[src/rtl/mult_arb_if.sv]
// Request, multiplier and response bundle between requesters and mult_arb.
interface mult_arb_if #(
    parameter int unsigned WIDTH   = 32,
    parameter int unsigned NUM_REQ = 4
);
    logic [NUM_REQ-1:0]       req_valid_i;
    logic [NUM_REQ-1:0]       req_ready_o;
    logic [NUM_REQ*WIDTH-1:0] req_a_i;
    logic [NUM_REQ*WIDTH-1:0] req_b_i;
    logic                     mult_start_o;
    logic [WIDTH-1:0]         mult_a_o;
    logic [WIDTH-1:0]         mult_b_o;
    logic [WIDTH-1:0]         mult_product_i;
    logic                     mult_done_i;
    logic [NUM_REQ-1:0]       resp_valid_o;
    logic [WIDTH-1:0]         resp_product_o;
    logic                     err_o;

    modport slave (
        input  req_valid_i, req_a_i, req_b_i, mult_product_i, mult_done_i,
        output req_ready_o, mult_start_o, mult_a_o, mult_b_o,
               resp_valid_o, resp_product_o, err_o
    );

    modport master (
        output req_valid_i, req_a_i, req_b_i, mult_product_i, mult_done_i,
        input  req_ready_o, mult_start_o, mult_a_o, mult_b_o,
               resp_valid_o, resp_product_o, err_o
    );
endinterface

[src/rtl/mult_arb.sv]
// Round-robin arbiter sharing one fixed-latency pipelined multiplier, with a tag
// pipeline routing each product back to its requester. Perf counters: MULT_ARB_PERF_EN.
module mult_arb #(
    parameter int unsigned WIDTH   = 32,
    parameter int unsigned STAGES  = 16,
    parameter int unsigned NUM_REQ = 4
) (
    input  logic        clk_i,
    input  logic        rst_ni,
    mult_arb_if.slave   bus
`ifdef MULT_ARB_PERF_EN
    ,
    output logic [31:0] perf_issue_o,
    output logic [31:0] perf_stall_o
`endif
);
    localparam int unsigned IDX_W = $clog2(NUM_REQ);
    localparam int unsigned BIT_W = $clog2(NUM_REQ * WIDTH);

    typedef struct packed {
        logic             vld;
        logic [IDX_W-1:0] idx;
    } tag_t;

    logic [IDX_W-1:0]   ptr_q;
    logic [NUM_REQ-1:0] gnt_c;
    logic [IDX_W-1:0]   gnt_idx_c;
    logic [IDX_W-1:0]   ptr_nxt_c;
    logic [WIDTH-1:0]   sel_a_c;
    logic [WIDTH-1:0]   sel_b_c;
    logic               found_c;
    logic               xfer_c;
    int unsigned        cand_c;

    logic               start_q;
    logic [WIDTH-1:0]   a_q;
    logic [WIDTH-1:0]   b_q;
    logic [IDX_W-1:0]   issue_idx_q;
    tag_t               tags_q [STAGES];
    tag_t               tag_out;
    logic [NUM_REQ-1:0] resp_valid_q;
    logic [WIDTH-1:0]   resp_product_q;
    logic               err_q;

    // First valid requester at or after ptr wins; operands muxed alongside.
    always_comb begin
        gnt_c     = '0;
        gnt_idx_c = '0;
        ptr_nxt_c = ptr_q;
        sel_a_c   = '0;
        sel_b_c   = '0;
        found_c   = 1'b0;
        cand_c    = 0;
        for (int unsigned i = 0; i < NUM_REQ; i++) begin
            cand_c = (32'(ptr_q) + i) % NUM_REQ;
            if (!found_c && bus.req_valid_i[IDX_W'(cand_c)]) begin
                found_c                = 1'b1;
                gnt_c[IDX_W'(cand_c)]  = 1'b1;
                gnt_idx_c              = IDX_W'(cand_c);
                ptr_nxt_c              = (cand_c == NUM_REQ - 1) ? '0 : IDX_W'(cand_c + 1);
                sel_a_c                = bus.req_a_i[BIT_W'(cand_c * WIDTH) +: WIDTH];
                sel_b_c                = bus.req_b_i[BIT_W'(cand_c * WIDTH) +: WIDTH];
            end
        end
    end

    assign bus.req_ready_o = rst_ni ? gnt_c : '0;
    assign xfer_c          = |(bus.req_valid_i & bus.req_ready_o);

    // Issue stage: pointer advance and operand capture on each transfer.
    always_ff @(posedge clk_i or negedge rst_ni) begin
        if (!rst_ni) begin
            ptr_q       <= '0;
            start_q     <= 1'b0;
            a_q         <= '0;
            b_q         <= '0;
            issue_idx_q <= '0;
        end else begin
            start_q <= xfer_c;
            if (xfer_c) begin
                ptr_q       <= ptr_nxt_c;
                a_q         <= sel_a_c;
                b_q         <= sel_b_c;
                issue_idx_q <= gnt_idx_c;
            end
        end
    end

    // Tag pipeline entry [0] is loaded alongside the start pulse, so its output
    // lines up with mult_done_i STAGES cycles later.
    always_ff @(posedge clk_i or negedge rst_ni) begin
        if (!rst_ni) begin
            for (int unsigned i = 0; i < STAGES; i++) tags_q[i] <= '0;
        end else begin
            tags_q[0] <= '{vld: start_q, idx: issue_idx_q};
            for (int unsigned i = 1; i < STAGES; i++) tags_q[i] <= tags_q[i-1];
        end
    end

    assign tag_out = tags_q[STAGES-1];

    // Response capture and sticky tag/done mismatch detection.
    always_ff @(posedge clk_i or negedge rst_ni) begin
        if (!rst_ni) begin
            resp_valid_q   <= '0;
            resp_product_q <= '0;
            err_q          <= 1'b0;
        end else begin
            resp_valid_q <= '0;
            if (tag_out.vld && bus.mult_done_i) begin
                resp_product_q <= bus.mult_product_i;
                resp_valid_q   <= NUM_REQ'(1) << tag_out.idx;
            end
            if (tag_out.vld != bus.mult_done_i) err_q <= 1'b1;
        end
    end

    assign bus.mult_start_o   = start_q;
    assign bus.mult_a_o       = a_q;
    assign bus.mult_b_o       = b_q;
    assign bus.resp_valid_o   = resp_valid_q;
    assign bus.resp_product_o = resp_product_q;
    assign bus.err_o          = err_q;

`ifdef MULT_ARB_PERF_EN
    logic        stall_c;
    logic [31:0] perf_issue_q;
    logic [31:0] perf_stall_q;

    assign stall_c = |(bus.req_valid_i & ~bus.req_ready_o);

    // Saturating event counters.
    always_ff @(posedge clk_i or negedge rst_ni) begin
        if (!rst_ni) begin
            perf_issue_q <= '0;
            perf_stall_q <= '0;
        end else begin
            if (xfer_c && (perf_issue_q != '1))  perf_issue_q <= perf_issue_q + 32'd1;
            if (stall_c && (perf_stall_q != '1)) perf_stall_q <= perf_stall_q + 32'd1;
        end
    end

    assign perf_issue_o = perf_issue_q;
    assign perf_stall_o = perf_stall_q;
`endif
endmodule

[src/flat_wrapper.sv]
// flat-port wrapper written by rule: the top's interface ports become plain ports
module mult_arb_flat 
#(
    parameter int unsigned WIDTH   = 32,
    parameter int unsigned STAGES  = 16,
    parameter int unsigned NUM_REQ = 4
)
  (clk_i, rst_ni, bus_req_valid_i, bus_req_a_i, bus_req_b_i, bus_mult_product_i, bus_mult_done_i, bus_req_ready_o, bus_mult_start_o, bus_mult_a_o, bus_mult_b_o, bus_resp_valid_o, bus_resp_product_o, bus_err_o);
  mult_arb_if #(.WIDTH(WIDTH), .NUM_REQ(NUM_REQ)) bus_i ();
  input  logic clk_i;
  input  logic rst_ni;
  input wire logic [$bits(bus_i.req_valid_i)-1:0] bus_req_valid_i;
  input wire logic [$bits(bus_i.req_a_i)-1:0] bus_req_a_i;
  input wire logic [$bits(bus_i.req_b_i)-1:0] bus_req_b_i;
  input wire logic [$bits(bus_i.mult_product_i)-1:0] bus_mult_product_i;
  input wire logic [$bits(bus_i.mult_done_i)-1:0] bus_mult_done_i;
  output wire logic [$bits(bus_i.req_ready_o)-1:0] bus_req_ready_o;
  output wire logic [$bits(bus_i.mult_start_o)-1:0] bus_mult_start_o;
  output wire logic [$bits(bus_i.mult_a_o)-1:0] bus_mult_a_o;
  output wire logic [$bits(bus_i.mult_b_o)-1:0] bus_mult_b_o;
  output wire logic [$bits(bus_i.resp_valid_o)-1:0] bus_resp_valid_o;
  output wire logic [$bits(bus_i.resp_product_o)-1:0] bus_resp_product_o;
  output wire logic [$bits(bus_i.err_o)-1:0] bus_err_o;
  assign bus_i.req_valid_i = bus_req_valid_i;
  assign bus_i.req_a_i = bus_req_a_i;
  assign bus_i.req_b_i = bus_req_b_i;
  assign bus_i.mult_product_i = bus_mult_product_i;
  assign bus_i.mult_done_i = bus_mult_done_i;
  assign bus_req_ready_o = bus_i.req_ready_o;
  assign bus_mult_start_o = bus_i.mult_start_o;
  assign bus_mult_a_o = bus_i.mult_a_o;
  assign bus_mult_b_o = bus_i.mult_b_o;
  assign bus_resp_valid_o = bus_i.resp_valid_o;
  assign bus_resp_product_o = bus_i.resp_product_o;
  assign bus_err_o = bus_i.err_o;
  mult_arb #(.WIDTH(WIDTH), .STAGES(STAGES), .NUM_REQ(NUM_REQ)) u_core (.clk_i(clk_i), .rst_ni(rst_ni), .bus(bus_i));
endmodule
[config.mk]
export PLATFORM = sky130hd
export DESIGN_NAME = mult_arb_flat
export DESIGN_NICKNAME = d
export VERILOG_FILES = /design/src/rtl/mult_arb_if.sv /design/src/rtl/mult_arb.sv /design/src/flat_wrapper.sv
export SDC_FILE = /design/constraint.sdc
export NUM_CORES = 1
export LEC_CHECK = 0
export ABC_AREA = 1
export CAP_MARGIN = 40
export CORE_MARGIN = 1.5
export CORE_UTILIZATION = 45
export DETAILED_ROUTE_END_ITERATION = 10
export GPL_ROUTABILITY_DRIVEN = 0
export MAX_ROUTING_LAYER = met4
export PLACE_DENSITY = 0.78
export REMOVE_ABC_BUFFERS = 1
export SETUP_SLACK_MARGIN = 0.05
export SLEW_MARGIN = 20
export SYNTH_ARGS = -nofsm -noshare
export SYNTH_HDL_FRONTEND = slang
export SYNTH_SLANG_ARGS = --single-unit
[constraint.sdc]
create_clock -name clk_i -period 4.1 [get_ports clk_i]
set_clock_uncertainty 0.1 [all_clocks]
set_input_delay 0.615 -clock clk_i [delete_from_list [all_inputs] [get_ports clk_i]]
set_output_delay 0.615 -clock clk_i [all_outputs]
set_load 0.02 [all_outputs]
==> impl_metrics.csv, run 1 <==
group,metric,value,unit
timing,relSlewSlack,0.441,
cts,path_clk_slew,80,ps
floorplanning,start_util,0.457,
floorplanning,pin_count,401,
timing,fin_setup_tns,0,ps
critical_path,r2r_start,"u_core.ptr_q[1]",
power,p_seq_frac,0.184,
placement,io_buffers,400,
placement,dp_worst_setup_slack,607,ps
cts,worstSkewPairLatency,420,ps
logic_synthesis,async_reset_ff_frac,1.00,
final_layout,fillers,2513,
critical_path,rr_endpoint,"u_core.bus.mult_b_o[31]",
power,switching_share,0.539,
status,outcome,"finished, final reports clean",
run,cap_violations,0,
critical_path,worstSetupPathType,"flip-flop to primary output",
logic_synthesis,synth_area_leader_cell,"dfrtp_1",
timing,rsz0062_at_grt,"no",
routing,drt-total-wl,46.6,mm
routing,first_pass_iters,6,
logic_synthesis,yosys_warnings,0,
placement,dpl.hpwl,32.2,mm
global_route,grt_pass1_wl,73.7,mm
cts,cts_buffer_depth,2,
logic_synthesis,yosysMostFrequentCell,"nand2_1",
cts,clock-sinks,154,
floorplanning,fp.dieH,171,um
routing,drtIter0Drc,1509,
logic_synthesis,synth_edf_count,0,
critical_path,cp_max_fo,38,
logic_synthesis,synthTopCellsByArea,"dfrtp_1 30%, o21ai_0 20%, nand2_1 17%",
logic_synthesis,yosysTopAreaCellShare,0.304,
routing,postRouteAntennaNets,0,
critical_path,r2r.worst_path.cells,15,
routing,vias_per_cell,5.45,
power,internal_power,6460,uW
timing,period_needed,3860,ps
floorplanning,dieArea,29100,um^2
power,power_frac_comb,0.700,
logic_synthesis,synth_area_per_cell,5.74,um^2
critical_path,cp-end-kind,"primary output",
timing,setup_violations,0,
logic_synthesis,synth_cells,2204,
power,switchingPower,7550,uW
cts,cts_made_buffers,17,
final_layout,syn2layout_area_growth,38.3,%
critical_path,worstPathRequired,3380,ps
global_route,overflow,0,
timing,finalCritPeriodShare,0.941,
cts,htreeDepth,4,
logic_synthesis,synth_cell_types,31,
global_route,antenna_found_initial,4,
routing,wl_per_cell,16.2,um
global_route,grt_max_degree,91,
routing,vias,15700,
power,clockPowerShare,0.116,
logic_synthesis,ys_ff_latch,154,
timing,setup_ws,241,ps
timing,max_slew.worst_pin.slew,839,ps
timing,slew_violations,0,
logic_synthesis,synth_top_flop_cell,"dfrtp_1",
min_path,hp-class,"input pin to async pin",
timing,fmax,259,MHz
power,vdd_drop_max,0.000578,V
final_layout,final_core_util,0.632,
floorplanning,rows,61,
cts,cts_tree,"built",
power,power_leakage,0.00820,uW
critical_path,critPathLaunchType,"flip-flop",
logic_synthesis,synth.cell_area,12700,um^2
cts,clock-root-buffer,"clkbuf_16",
global_route,grt_pass1_vias,14900,
timing,hold_ws,9.44,ps
timing,finalHoldViolations,0,
floorplanning,core-area,27700,um^2
global_route,grtUsageTotal,0.328,
logic_synthesis,ys_seq_area_frac,0.304,
power,power_density,801,nW/um^2
floorplanning,die_w,171,um
critical_path,crit_arrival,3140,ps
critical_path,rrSetupSlack,840,ps
final_layout,nets,2793,
final_layout,drive_above_1_share,0.0383,
logic_synthesis,synth_common_cells,"586 x nand2_1, 514 x nor2_1, 503 x o21ai_0",
routing,drc,0,
-- per-stage QoR --
stage / instance area, um^2 / instances / power, uW
after global routing: 17500 / 2887 / 15300
after floorplan: 11900 / 2038 / 8820
after global placement: 16700 / 2844 / 11900
after detailed placement: 16800 / 2848 / 12200
final: 17500 / 2887 / 14000
after CTS: 17400 / 2880 / 13900
-- layout by cell type, fill, tap and decap left out, drive strengths merged --
master,n
a21boi,3
a21oi,1
a31oi,1
and2,1
buf,36
clkbuf,17
clkdlybuf4s50,399
clkinv,10
dfrtp,154
diode,4
ha,6
inv,153
nand2,596
nand3,16
nand4,68
nor2,518
nor3,5
o2111ai,1
o21ai,517
o21bai,1
or2,1
xor2,1
-- worst max path at each step --
stage	from	to	slack (ps)	cells past startpoint
6_report	u_core.ptr_q[0]	bus_req_ready_o[0]	240	12
5_1_grt	u_core.ptr_q[0]	bus_req_ready_o[1]	110	12
4_1_cts	u_core.ptr_q[0]	bus_req_ready_o[2]	150	9
3_5_place_dp	bus_req_valid_i[3]	bus_req_ready_o[1]	610	13
3_3_place_gp	bus_req_valid_i[3]	bus_req_ready_o[1]	640	13
2_1_floorplan	u_core.ptr_q[0]	u_core.ptr_q[1]	-9690	13
-- metal layers --
layer,routed length [um],up-vias,share of wire,global-route usage
li1,-,7620,-,-
met1,18300,7159,0.39,0.370
met2,22500,817,0.48,0.555
met3,3990,135,0.086,0.0594
met4,1860,0,0.040,0.170
met5,0,-,0,-
-- kinds of logic after synthesis --
group | after synthesis | synth area share
AOI/OAI and AO/OA | 524 | 0.208
buffers and inverters | 314 | 0.0998
adders and majority gates | 6 | 0.00593
xor gates and xnor gates | 1 | 0.000692
and+or+nand+nor | 1205 | 0.381
DFF | 154 | 0.304
-- state kept, by name, summed over array words and instances (netlist names) --
register,cells
u_core.bus.err_o,1
u_core.bus.mult_a_o,32
u_core.bus.mult_b_o,32
u_core.bus.mult_start_o,1
u_core.bus.resp_product_o,32
u_core.bus.resp_valid_o,4
u_core.issue_idx_q,2
u_core.ptr_q,2
u_core.tag_out,3
u_core.tags_q,45
-- critical path, stage by stage, from the launching register on --
cell	delay, ps
dfrtp_4	570
inv_6	240
ha_4	330
inv_4	190
nand3_2	130
nand2_4	110
nand2_2	80
nor2_4	120
nand2_1	70
nand3_1	100
nand2_1	60
inv_1	90
clkdlybuf4s50_1	610
-- repair_timing --
| item | 4_1_cts | 5_1_grt |
|---|---|---|
| hold buffers | 0 | 0 |
| setup endpoints to repair | 0 | 4 |
| gates resized for setup | 0 | 2 |
| buffers inserted | 0 | 2 |
-- power groups by stage --
stage | clock, uW | sequential, uW | combinational, uW
6_report | 1620 | 2580 | 9810
5_1_grt | 1720 | 2630 | 10900
4_1_cts | 1660 | 2590 | 9640
3_5_place_dp | 0 | 2610 | 9610
3_3_place_gp | 0 | 2610 | 9240
2_1_floorplan | 0 | 3300 | 5520
-- final cells by class --
class / instances / area, um^2 / area share
Multi-Input combinational cell: 1736 / 7550 / 0.432
Timing Repair Buffer: 435 / 4420 / 0.252
Sequential cell: 154 / 3860 / 0.221
Inverter: 148 / 566 / 0.0323
Tap cell: 378 / 473 / 0.0270
Clock buffer: 17 / 425 / 0.0243
Clock inverter: 15 / 196 / 0.0112
Antenna cell: 4 / 10.0 / 0.000572
Power figures use the tool's default switching activity.
==> run 2, diff against run 1 <==
--- a/config.mk
+++ b/config.mk
@@ -5,14 +5,13 @@
 export SDC_FILE = /design/constraint.sdc
 export NUM_CORES = 1
 export LEC_CHECK = 0
-export ABC_AREA = 1
 export CAP_MARGIN = 40
 export CORE_MARGIN = 1.5
 export CORE_UTILIZATION = 45
 export DETAILED_ROUTE_END_ITERATION = 10
 export GPL_ROUTABILITY_DRIVEN = 0
 export MAX_ROUTING_LAYER = met4
-export PLACE_DENSITY = 0.78
+export PLACE_DENSITY = 0.77
 export REMOVE_ABC_BUFFERS = 1
 export SETUP_SLACK_MARGIN = 0.05
 export SLEW_MARGIN = 20
==> impl_metrics.csv, run 2 <==
group,metric,value,unit
status,outcome,"finished, final reports clean",
cts,clock-sinks,154,
cts,cts_made_buffers,17,
routing,drtIter0Drc,743,
cts,cts_tree,"built",
cts,clock-root-buffer,"clkbuf_16",
timing,slew_violations,0,
critical_path,max_stage_delay,500,ps
global_route,grtUsageTotal,0.261,
cts,ctsHoldBuffers,0,
routing,drt-met1-wl,15.0,mm
logic_synthesis,synth_top_flop_cell,"dfrtp_1",
critical_path,worstSetupPathType,"flip-flop to primary output",
routing,top_layer,"met4",
logic_synthesis,synth_edf_count,0,
placement,dp_worst_setup_slack,103,ps
logic_synthesis,synth_cell_types,42,
logic_synthesis,yosysMostFrequentCell,"dfrtp_1",
critical_path,cp_slowest_cell,"dfrtp_4",
timing,finalHoldViolations,0,
routing,drt-total-wl,39.3,mm
critical_path,critical_path_buf_inv_count,3,
global_route,grt_pass1_wl,61.5,mm
final_layout,nets,1879,
logic_synthesis,ys_ff_latch,154,
final_layout,final_cell_mix,"395 x clkdlybuf4s50_1, 152 x dfrtp_1, 143 x nand2_1",
final_layout,largest_reg_flops,45,
logic_synthesis,yosysTopAreaCellShare,0.290,
global_route,grt_pass1_vias,11800,
placement,dp.cells,1940,
floorplanning,start_util,0.460,
timing,period_needed,3860,ps
critical_path,path_delay_family,"buffers and inverters",
routing,drc,0,
critical_path,cp_max_fo,6,
timing,max_slew.worst_pin.slew,1020,ps
placement,dpl.hpwl,28.3,mm
timing,relSlewSlack,0.323,
global_route,grt_max_degree,182,
final_layout,syn2layout_area_growth,38.0,%
logic_synthesis,synth_cells,1251,
final_layout,final_common_cell,"clkdlybuf4s50_1",
cts,htreeDepth,4,
logic_synthesis,synth.cell_area,13300,um^2
logic_synthesis,synth_area_per_cell,10.6,um^2
power,vdd_drop_max,0.00116,V
logic_synthesis,ys_seq_area_frac,0.290,
logic_synthesis,synthTopCellsByArea,"dfrtp_1 29%, mux4_2 22%, mux2_2 8.2%",
power,finalPower,15800,uW
routing,first_pass_iters,5,
global_route,overflow,0,
timing,setup_violations,0,
cts,cts_buffer_depth,2,
floorplanning,rows,62,
timing,setup_ws,237,ps
critical_path,worstPathRequired,3380,ps
critical_path,worstPathCellList,"clkinvlp_4, ha_4, mux4_4, buf_4, a221oi_2, o21ai_0, and2_1, dlygate4sd2_1",
logic_synthesis,async_reset_ff_frac,1.00,
floorplanning,pin_count,401,
global_route,antenna_found_initial,3,
run,cap_violations,0,
floorplanning,core-area,28900,um^2
routing,wl_met2,19.8,mm
power,power_density,859,nW/um^2
power,power_leakage,0.00675,uW
logic_synthesis,synth_common_cells,"154 x dfrtp_1, 143 x nand2_1, 136 x o21ai_0",
placement,io_buffers,400,
critical_path,r2r_start,"u_core.ptr_q[0]",
timing,rsz0062_at_grt,"no",
floorplanning,fp.dieH,175,um
critical_path,crit_arrival,3150,ps
final_layout,drive_above_1_share,0.282,
timing,finalCritPeriodShare,0.942,
final_layout,largest-register,"u_core.tags_q",
critical_path,cp-end-kind,"primary output",
logic_synthesis,synth_area_leader_cell,"dfrtp_1",
routing,postRouteAntennaNets,0,
critical_path,crit_start,"u_core.ptr_q[0]",
logic_synthesis,yosys_warnings,0,
floorplanning,die_w,175,um
routing,vias_per_cell,5.99,
routing,wl_per_cell,19.9,um
routing,wl_met3,3.51,mm
timing,hold_ws,20.1,ps
min_path,hp-class,"input pin to async pin",
cts,worstSkewPairLatency,420,ps
floorplanning,dieArea,30600,um^2
cts,path_clk_slew,80,ps
routing,vias,11900,
critical_path,critPathLaunchType,"flip-flop",
final_layout,final_cells,1978,
timing,fmax,259,MHz
[run 2: cell count changes in the layout (fill, tap and decap cells not counted), moves of 25 or more]
cell	before	now
a21oi_1	1	130
o21ai_0	503	136
mux2_2	0	97
nor2_1	514	16
nand2_1	586	143
inv_1	140	2
mux4_2	0	130
nor2_2	0	25
mux2i_1	0	67
a21oi_2	0	65
nand4_1	68	0
a221oi_1	0	65
nor2_4	3	37
[run 2: cells by family (layout without fill, tap and decap cells)]
logic type | Yosys count | after routing | share of synthesized area
other | 0 | 3 | 0
AND/OR/NAND/NOR | 239 | 239 | 0.0976
adder cells (fa/ha/maj) | 6 | 6 | 0.00564
AO/OA/AOI/OAI | 416 | 416 | 0.201
flip-flops | 154 | 154 | 0.290
multiplexers | 296 | 296 | 0.356
buffers and inverters | 140 | 480 | 0.0505
[run 2: path summary, 6_finish.rpt]
check | endpoint | slack [ps] | depth (start not counted)
max | bus_req_ready_o[3] | 240 | 8
min | u_core.ptr_q[1] | 20 | 1
max reg2reg | u_core.bus.mult_a_o[0] | 500 | 11
min reg2reg | u_core.tags_q[29] | 250 | 0
max in group asynchronous | u_core.bus.mult_a_o[27] | 2880 | 2
min in group clk_i | u_core.tags_q[29] | 250 | 0
[run 2: area by class of cell]
cell class | instances | area (um^2)
fillers | 2201 | 10600
multi-input cells | 957 | 8810
repair buffers | 444 | 4560
flip-flops and latches | 154 | 3860
well taps | 384 | 480
clock buffers | 17 | 425
clock inverters | 15 | 200
inverters | 4 | 18.8
diodes | 3 | 7.51
[run 2: per-layer routing]
layer	vias to the layer above	track usage
met5	-	-
met4	0	0.0922
met3	61	0.0698
met2	529	0.443
met1	5768	0.298
li1	5492	-
[run 2: metrics by stage]
step / cell area, um^2 / TNS (ps) / util
6_report: 18400 / 0 / 0.635
5_1_grt: 18400 / 0 / 0.635
4_1_cts: 18300 / 0 / 0.634
3_5_place_dp: 17700 / 0 / 0.611
3_3_place_gp: 17700 / 0 / 0.610
2_1_floorplan: 12600 / -1065930 / -
[run 2: where the power goes]
part / leakage [uW] / internal [uW] / switching [uW]
registers: 0.00175 / 2280 / 472
clock network: 0.000298 / 837 / 764
logic: 0.00470 / 5430 / 6000
[run 2: repair_timing]
item                                    4_1_cts  5_1_grt
gates cloned                                  0        0
gates resized for setup                       1        6
endpoints found under the setup margin        4        3
buffers inserted                              3        0
[run 2: worst reg2reg max path, cell delays in order (launching register included)]
cell and delay [ps]:
dfrtp_4 500, clkinvlp_4 190, ha_4 340, mux4_4 500, buf_4 210, a221oi_2 330, o32ai_1 140, or4_4 660
buf_12 210, buf_12 170, nor2_1 120, a21oi_2 40
==> RTL edit (config.mk and constraints of run 1) <==
`WIDTH` is set to 32 in 3 places; all go to 16.
--- a/src/rtl/mult_arb_if.sv
+++ b/src/rtl/mult_arb_if.sv
@@ -1,6 +1,6 @@
 // Request, multiplier and response bundle between requesters and mult_arb.
 interface mult_arb_if #(
-    parameter int unsigned WIDTH   = 32,
+    parameter int unsigned WIDTH   = 16,
     parameter int unsigned NUM_REQ = 4
 );
     logic [NUM_REQ-1:0]       req_valid_i;
--- a/src/rtl/mult_arb.sv
+++ b/src/rtl/mult_arb.sv
@@ -1,7 +1,7 @@
 // Round-robin arbiter sharing one fixed-latency pipelined multiplier, with a tag
 // pipeline routing each product back to its requester. Perf counters: MULT_ARB_PERF_EN.
 module mult_arb #(
-    parameter int unsigned WIDTH   = 32,
+    parameter int unsigned WIDTH   = 16,
     parameter int unsigned STAGES  = 16,
     parameter int unsigned NUM_REQ = 4
 ) (
--- a/src/flat_wrapper.sv
+++ b/src/flat_wrapper.sv
@@ -1,7 +1,7 @@
 // flat-port wrapper written by rule: the top's interface ports become plain ports
 module mult_arb_flat 
 #(
-    parameter int unsigned WIDTH   = 32,
+    parameter int unsigned WIDTH   = 16,
     parameter int unsigned STAGES  = 16,
     parameter int unsigned NUM_REQ = 4
 )
Interface: changed (6 resized); port bits go from 401 to 209. The function was not compared with the original's and may differ.
==> RTL edit against run 1 <==
- first-iteration DRC count fell by 63%
- worst setup slack improved by 0.040 ns
- power fell by 44%
- core utilization fell by 2.4 points
- design area fell by 43%
- global-route usage fell by 6.0 points
- routed wire length fell by 52%
- hold slack improved by 0.14 ns
- die area fell by 40%
- register-to-register slack improved by 0.07 ns
- synthesized area fell by 40%
- sequential cell count fell by 48
- via count fell by 48%
==> RTL edit: results <==
[run_status]
status = "finished, final reports clean"

[clock_network]
cts_buffers = 9
clockRootBuffer = "clkbuf_16"
clock_insertion_delay_worst_skew_ns = 0.34
clk_pin_slew_ns = 0.07
htreeDepth = 3

[placed_design]
post-dp-hpwl_um = 15560
port_buffers = 208
dpl_worst_slack_ns = 0.5549

[synthesis]
synth_compound_area_frac = 0.1791
yosysSeqAreaShare = 0.3518
synth.distinct_cells = 33
synth_xor_xnor_area_share = 0.001162
synthAdderAreaFrac = 0.008297
ys_top_cells_by_count = "nand2_1, nor2_1, o21ai_0"
synth_area_leaders = "dfrtp_1, o21ai_0, nand2_1"

[grt]
antenna_found_initial = 1
grt_max_degree = 101
grt_pass1_vias = 7682
gr-usage-all-layers = 0.2676
grt_pass1_wl_um = 37360

[pwr]
comb_power_mw = 5.33
p_sw_mw = 4.071
p_leak_nw = 4.729
p_clk_uw = 825
switching_share = 0.5178
peakVddDrop_v = 0.0004995

[timing]
tightest_slew_ns = 0.8064
slew_violations = 0

[finish]
largest_reg_flops = 45
finalNetCount = 1504
layout-drive-gt1-share = 0.07243
num-fill-cells = 1512

[worst_setup_path]
r2r_cells = 12
critPathArrivalTime_ns = 3.10
path_delay_family = "simple AND/OR/NAND/NOR gates"
crit_fanout = 20
critical-path-max-stage-delay_ns = 0.59
cpMaxStageDelayCell = "dfrtp_4"

[worst_hold_path]
hold_path.class = "in2async"

[drt]
first_pass_iters = 5
wire_per_inst_um = 14.10
dr.first_iter.drc_count = 564
viasPerCell = 5.226
-- RTL edit: final cells by class --
class / count / area share
diodes: 1 / 0.0002500
clock buffers: 10 / 0.02288
clock inverters: 6 / 0.005376
inverters: 83 / 0.03163
multi-input cells: 920 / 0.4186
flip-flops and latches: 106 / 0.2658
well taps: 220 / 0.02750
repair buffers: 228 / 0.2280
-- RTL edit: kinds of logic after synthesis --
logic type	Yosys count
flops	106
buf+inv	165
compound gates	267
fa+ha+maj	5
simple gates	647
xor+xnor	1
-- RTL edit: path summary, 6_finish.rpt --
path	start	to	slack [ns]
worst max-delay path	u_core.ptr_q[1]	bus_req_ready_o[3]	0.28
worst min-delay path	rst_ni	u_core.tags_q[17]	0.15
worst max register to register	u_core.ptr_q[1]	u_core.ptr_q[1]	0.91
worst min register to register	u_core.tags_q[39]	u_core.tags_q[36]	0.25
max in group asynchronous	rst_ni	u_core.ptr_q[1]	2.72
min in group clk_i	u_core.tags_q[39]	u_core.tags_q[36]	0.25
-- RTL edit: per-stage QoR --
step | hold slack [ns] | setup TNS (ns) | util | cell area, um^2 | std cells
global placement | 0.2328 | 0 | 0.5869 | 9664 | 1555
finish | 0.1534 | 0 | 0.6078 | 10010 | 1574
global route | 0.1866 | 0 | 0.6078 | 10010 | 1574
CTS | 0.1611 | 0 | 0.6058 | 9975 | 1572
floorplan | 0.2194 | -165.63 | - | 7151 | 1109
detailed placement | 0.2347 | 0 | 0.5886 | 9692 | 1556
-- RTL edit: per-layer routing --
layer / up-vias / GRT usage / share of wire
li1: 4113 / - / -
met1: 3700 / 0.3458 / 0.44
met2: 364 / 0.4319 / 0.46
met3: 48 / 0.03333 / 0.073
met4: 0 / 0.1013 / 0.026
met5: - / - / 0
